### src/rtl/tick_sched_pkg.sv
// Shared encodings for the tick-driven byte scheduler: tick ratio selects and source ids.
package tick_sched_pkg;

  localparam logic [1:0] DIV_2  = 2'd0;
  localparam logic [1:0] DIV_4  = 2'd1;
  localparam logic [1:0] DIV_8  = 2'd2;
  localparam logic [1:0] DIV_16 = 2'd3;

  localparam logic SRC_A = 1'b0;
  localparam logic SRC_B = 1'b1;

endpackage

### src/rtl/rr_arbiter2.sv
// Two-way round-robin grant selection; prio names the winner only when both request.
module rr_arbiter2
  import tick_sched_pkg::*;
(
  input  logic valid_a,
  input  logic valid_b,
  input  logic prio,
  input  logic en,
  output logic gnt_a,
  output logic gnt_b
);

  always_comb begin
    gnt_a = en & valid_a & (~valid_b | (prio == SRC_A));
    gnt_b = en & valid_b & (~valid_a | (prio == SRC_B));
  end

endmodule

### src/rtl/tick_byte_scheduler.sv
// Shares one registered byte lane between two requesters, arbitrating only on a
// periodic tick whose ratio is selectable.
module tick_byte_scheduler
  import tick_sched_pkg::*;
#(
  parameter int unsigned CNT_W = 4
) (
  input  logic       clk,
  input  logic       reset,
  input  logic [1:0] div_sel,
  input  logic       req_a_valid,
  input  logic [7:0] req_a_data,
  output logic       req_a_ready,
  input  logic       req_b_valid,
  input  logic [7:0] req_b_data,
  output logic       req_b_ready,
  output logic [7:0] out_byte,
  output logic       out_valid,
  output logic       out_src,
  output logic       tick
);

  logic [CNT_W-1:0] cnt_q;
  logic [CNT_W-1:0] tick_mask;
  logic [1:0]       div_act_q;
  logic             prio_q;
  logic [7:0]       out_byte_q;
  logic             out_valid_q;
  logic             out_src_q;
  logic             gnt_a;
  logic             gnt_b;
  logic             xfer_a;
  logic             xfer_b;

  // Tick fires when the low div_act+1 counter bits are all ones.
  always_comb begin
    tick_mask = '0;
    for (int i = 0; i < int'(CNT_W); i++) begin
      tick_mask[i] = (i <= int'(div_act_q));
    end
    tick = (&(cnt_q | ~tick_mask)) & reset;
  end

  rr_arbiter2 u_arb (
    .valid_a (req_a_valid),
    .valid_b (req_b_valid),
    .prio    (prio_q),
    .en      (tick),
    .gnt_a   (gnt_a),
    .gnt_b   (gnt_b)
  );

  always_comb begin
    req_a_ready = tick & gnt_a;
    req_b_ready = tick & gnt_b;
    xfer_a      = req_a_valid & req_a_ready;
    xfer_b      = req_b_valid & req_b_ready;
  end

  always_ff @(posedge clk or negedge reset) begin
    if (!reset) begin
      cnt_q       <= '0;
      div_act_q   <= DIV_2;
      prio_q      <= SRC_A;
      out_byte_q  <= 8'h00;
      out_valid_q <= 1'b0;
      out_src_q   <= SRC_A;
    end else begin
      cnt_q <= cnt_q + 1'b1;
      if (tick) begin
        div_act_q <= div_sel;
        if (xfer_a || xfer_b) begin
          out_byte_q  <= xfer_b ? req_b_data : req_a_data;
          out_valid_q <= 1'b1;
          out_src_q   <= xfer_b ? SRC_B : SRC_A;
          prio_q      <= xfer_b ? SRC_A : SRC_B;
        end else begin
          out_valid_q <= 1'b0;
        end
      end
    end
  end

  assign out_byte  = out_byte_q;
  assign out_valid = out_valid_q;
  assign out_src   = out_src_q;

endmodule

### config.mk
export PLATFORM = sky130hd
export DESIGN_NAME = tick_byte_scheduler
export DESIGN_NICKNAME = d
export VERILOG_FILES = /design/src/rtl/tick_sched_pkg.sv /design/src/rtl/rr_arbiter2.sv /design/src/rtl/tick_byte_scheduler.sv
export SDC_FILE = /design/constraint.sdc
export NUM_CORES = 1
export LEC_CHECK = 0
export CAP_MARGIN = 20
export CELL_PAD_IN_SITES_DETAIL_PLACEMENT = 1
export CELL_PAD_IN_SITES_GLOBAL_PLACEMENT = 1
export CORE_MARGIN = 8
export CORE_UTILIZATION = 31
export DETAILED_ROUTE_END_ITERATION = 8
export HOLD_SLACK_MARGIN = 0.05
export PLACE_DENSITY = 0.82
export SETUP_SLACK_MARGIN = 0.3
export SLEW_MARGIN = 20
export SYNTH_ARGS = -nofsm -noshare
export SYNTH_HDL_FRONTEND = slang
export SYNTH_HIERARCHICAL = 1
export SYNTH_SLANG_ARGS = --single-unit
### constraint.sdc
create_clock -name clk -period 5.94 [get_ports clk]
set_input_delay 0.594 -clock clk [delete_from_list [all_inputs] [get_ports clk]]
set_output_delay 0.594 -clock clk [all_outputs]
set_load 0.02 [all_outputs]
==> summary.txt <==
Outcome
  • Run status: finished clean

Global route
  • GR Util met2: 20.1%
  • GR Util met1: 13.3%
  • Largest net degree at the start of global routing: 19
  • Initial antenna violation count: 0
  • Total GRT Usage: 11.5%
  • Gr ovfl total: 0
  • First-pass GRT wire length: 3970 um
  • Met3 Usage GRT: 1.64%
  • Number of global-route vias before repair: 809
  • Gr busiest metal: met2

Logic synthesis
  • Syn nets: 91
  • Cells after Synth: 68
  • #FFs+latches synth: 17
  • Avg Synthesized Cell Area: 12.3 um2
  • Syn Std Cell Area: 835 um2
  • Part of the Yosys area used for sequential elements: 51.0%
  • Synth cell types: 27
  • Ys Warns: 6

Place
  • IO buf count: 34
  • Final Wtd Congestion: 0.743
  • Hpwl dp: 2030 um
  • Setup slack at placement: 1.79 ns

Layout
  • Reg area: 425 um2
  • Ratio of cells with drive above 1 in the final layout: 16.3%
  • Multi-input gate area: 372 um2
  • # fillers: 297
  • Antenna diodes: 0
  • Layout area overhead: 46.5%
  • Total Nets Final: 128

Critical path
  • CP Class: input port to primary output
  • FF-to-FF Start: cnt_q[0]
  • Reg-to-reg setup timing slack: 3.59 ns
  • Crit Reg-Reg Endpoint: out_byte[7]
  • Req. time, crit path: 5.35 ns
  • Cell depth of the worst flop-to-flop path: 10
  • CP Launch Type: input port
  • CP Capture Type: primary output
  • Crit path DAT: 3.44 ns
  • CP Max Fanout: 18

STA
  • Final setup margin: 1.91 ns
  • Post-Route Setup TNS: 0 ns
  • Final setup fails: 0
  • Relative slew margins: 50.0%
  • Fmax: 248 MHz
  • Min Clock Period, post-route: 4.03 ns
  • Unrepaired setup endpoints after global routing: false
  • Final max-slew violation count: 0
  • Period utilization: 67.9%
  • Setup Skew: 0.00760 ns
  • Fin. Hold Viols: 0
  • Slew at the pin with the worst max-slew slack: 0.748 ns
  • Hold Worst Slack: 0.503 ns

Min path
  • Hold depth: 1
  • Hold Crit Class: flop to flop
  • Hold EP: cnt_q[0]
  • Hold wc startpoint: cnt_q[0]

Drt
  • Vias: 692
  • Iter 0 DRT Violations: 45
  • DR pass1 iterations: 4
  • Routed length per placed instance: 18.5 um
  • Antenna Nets Post-Route: 0
  • Routed wire length: 2500 um
  • DR vias/cell: 5.13
  • DRC: 0

Clock network
  • CTS root buf: clkbuf_4
  • Cts repair resizes: 0
  • H-tree level count: 1
  • Postcts setup bufs: 0
  • Clock Path Buffers: 2
  • CTS Hold Bufs: 0
  • Clock buffer count from CTS: 3
  • CTS tree: built
  • Worst skew pair latency: 0.29 ns
  • Clock transition at path regs: 0.09 ns
  • CTS sink count: 17

Die
  • IO Pins: 35
  • Core area: 2660 um2
  • Starting Density: 31.3%
  • Core Rows: 19
  • Die Wd: 67.9 um
  • Die area: 4610 um2
  • Die height: 67.9 um

Power and ir drop
  • Pwr/cell area: 284 nW/um2
  • Peak VDD IR: 0.000152 V
  • Static leakage: 0.515 nW

Run
  • Max-cap violation count: 0
## synthesized netlist by cell type
cell type  instances  share of area (%)
nand2_2            1               0.75
a21oi_4            1                1.9
o2bb2ai_1          8                8.4
a21bo_2            1                1.2
nand2_4            1                1.3
nand3_4            1                2.1
xnor2_1            1                1.0
nor2_2             1               0.75
buf_4              1               0.90
and3_2             2                1.8
o2bb2ai_2          1                1.8
xor2_1             1                1.0
a21oi_1            2                1.2
ha_1               1                1.5
nor2b_4            1                1.6
inv_1              5                2.2
a22oi_1            8                7.2
dfrtp_1           17                 51
o21ai_4            1                1.9
nand4_1            1               0.75
nand3_1            1               0.60
and2_1             1               0.75
a2bb2oi_1          1                1.0
nand2_1            6                2.7
o22a_2             1                1.2
buf_6              1                1.3
mux2_4             1                1.8
## where the power goes
part | internal, mW | switching (mW) | total (mW)
registers | 0.139 | 0.0169 | 0.155
logic | 0.0701 | 0.0600 | 0.130
clock network | 0.0250 | 0.0365 | 0.0616
## sequential cells by signal, indices dropped and copies added (netlist names)
signal / count
prio_q: 1
out_byte: 8
out_src: 1
div_act_q: 2
out_valid: 1
cnt_q: 4
## worst max path at each step
stage	start	endpoint	slack, ns
global placement	reset	req_a_ready	1.96
global route	reset	req_a_ready	1.63
finish	reset	req_a_ready	1.91
CTS	reset	req_a_ready	1.79
floorplan	reset	req_a_ready	3.57
detailed placement	reset	req_a_ready	1.79
## critical path, stage by stage
cell and delay (ns):
clkdlybuf4s50_1 0.95, nand2_1 0.21, a21oi_4 0.29, nand2_4 0.18, inv_1 0.13, nand2_1 0.06
a21oi_1 0.21, and3_2 0.21, clkdlybuf4s50_1 0.60
## routing by layer
| layer | routed length (um) | up-vias |
|---|---|---|
| met5 | 0 | - |
| met4 | 53 | 0 |
| met3 | 76 | 4 |
| met2 | 1370 | 22 |
| met1 | 996 | 341 |
| li1 | - | 325 |
## logic make-up (layout without fill, tap and decap cells)
kind of cell | count (synthesis) | in the layout | synth area share [%]
flops | 17 | 17 | 51.0
simple gates | 16 | 16 | 13.2
mux | 1 | 1 | 1.80
buf+inv | 7 | 43 | 4.50
compound gates | 24 | 24 | 25.9
fa+ha+maj | 1 | 1 | 1.50
xor+xnor | 2 | 2 | 2.10
## cells in the final DEF (no fill, tap or decap), drive strengths merged
cell type / n
a21bo: 1
a21oi: 3
a22oi: 8
a2bb2oi: 1
and2: 1
and3: 2
clkbuf: 3
clkdlybuf4s50: 34
clkinv: 1
dfrtp: 17
ha: 1
inv: 5
mux2: 1
nand2: 8
nand3: 2
nand4: 1
nor2: 1
nor2b: 1
o21ai: 1
o22a: 1
o2bb2ai: 9
xnor2: 1
xor2: 1
## stage by stage
step | util [%] | std cells | power (mW) | area (um2)
after floorplan | - | 68 | 0.223 | 835
after global placement | 44.9 | 131 | 0.284 | 1190
after detailed placement | 44.9 | 131 | 0.289 | 1190
after CTS | 45.9 | 135 | 0.352 | 1220
after global routing | 45.9 | 135 | 0.367 | 1220
final | 45.9 | 135 | 0.347 | 1220
## cell type report
class	count	share of cell area (%)
clock inverters	1	0.409
inverters	5	1.54
well taps	31	3.17
flip-flops and latches	17	34.8
clock buffers	3	1.84
multi-input cells	44	30.4
repair buffers	34	27.8
No activity file was read; power rests on OpenSTA's default activity.
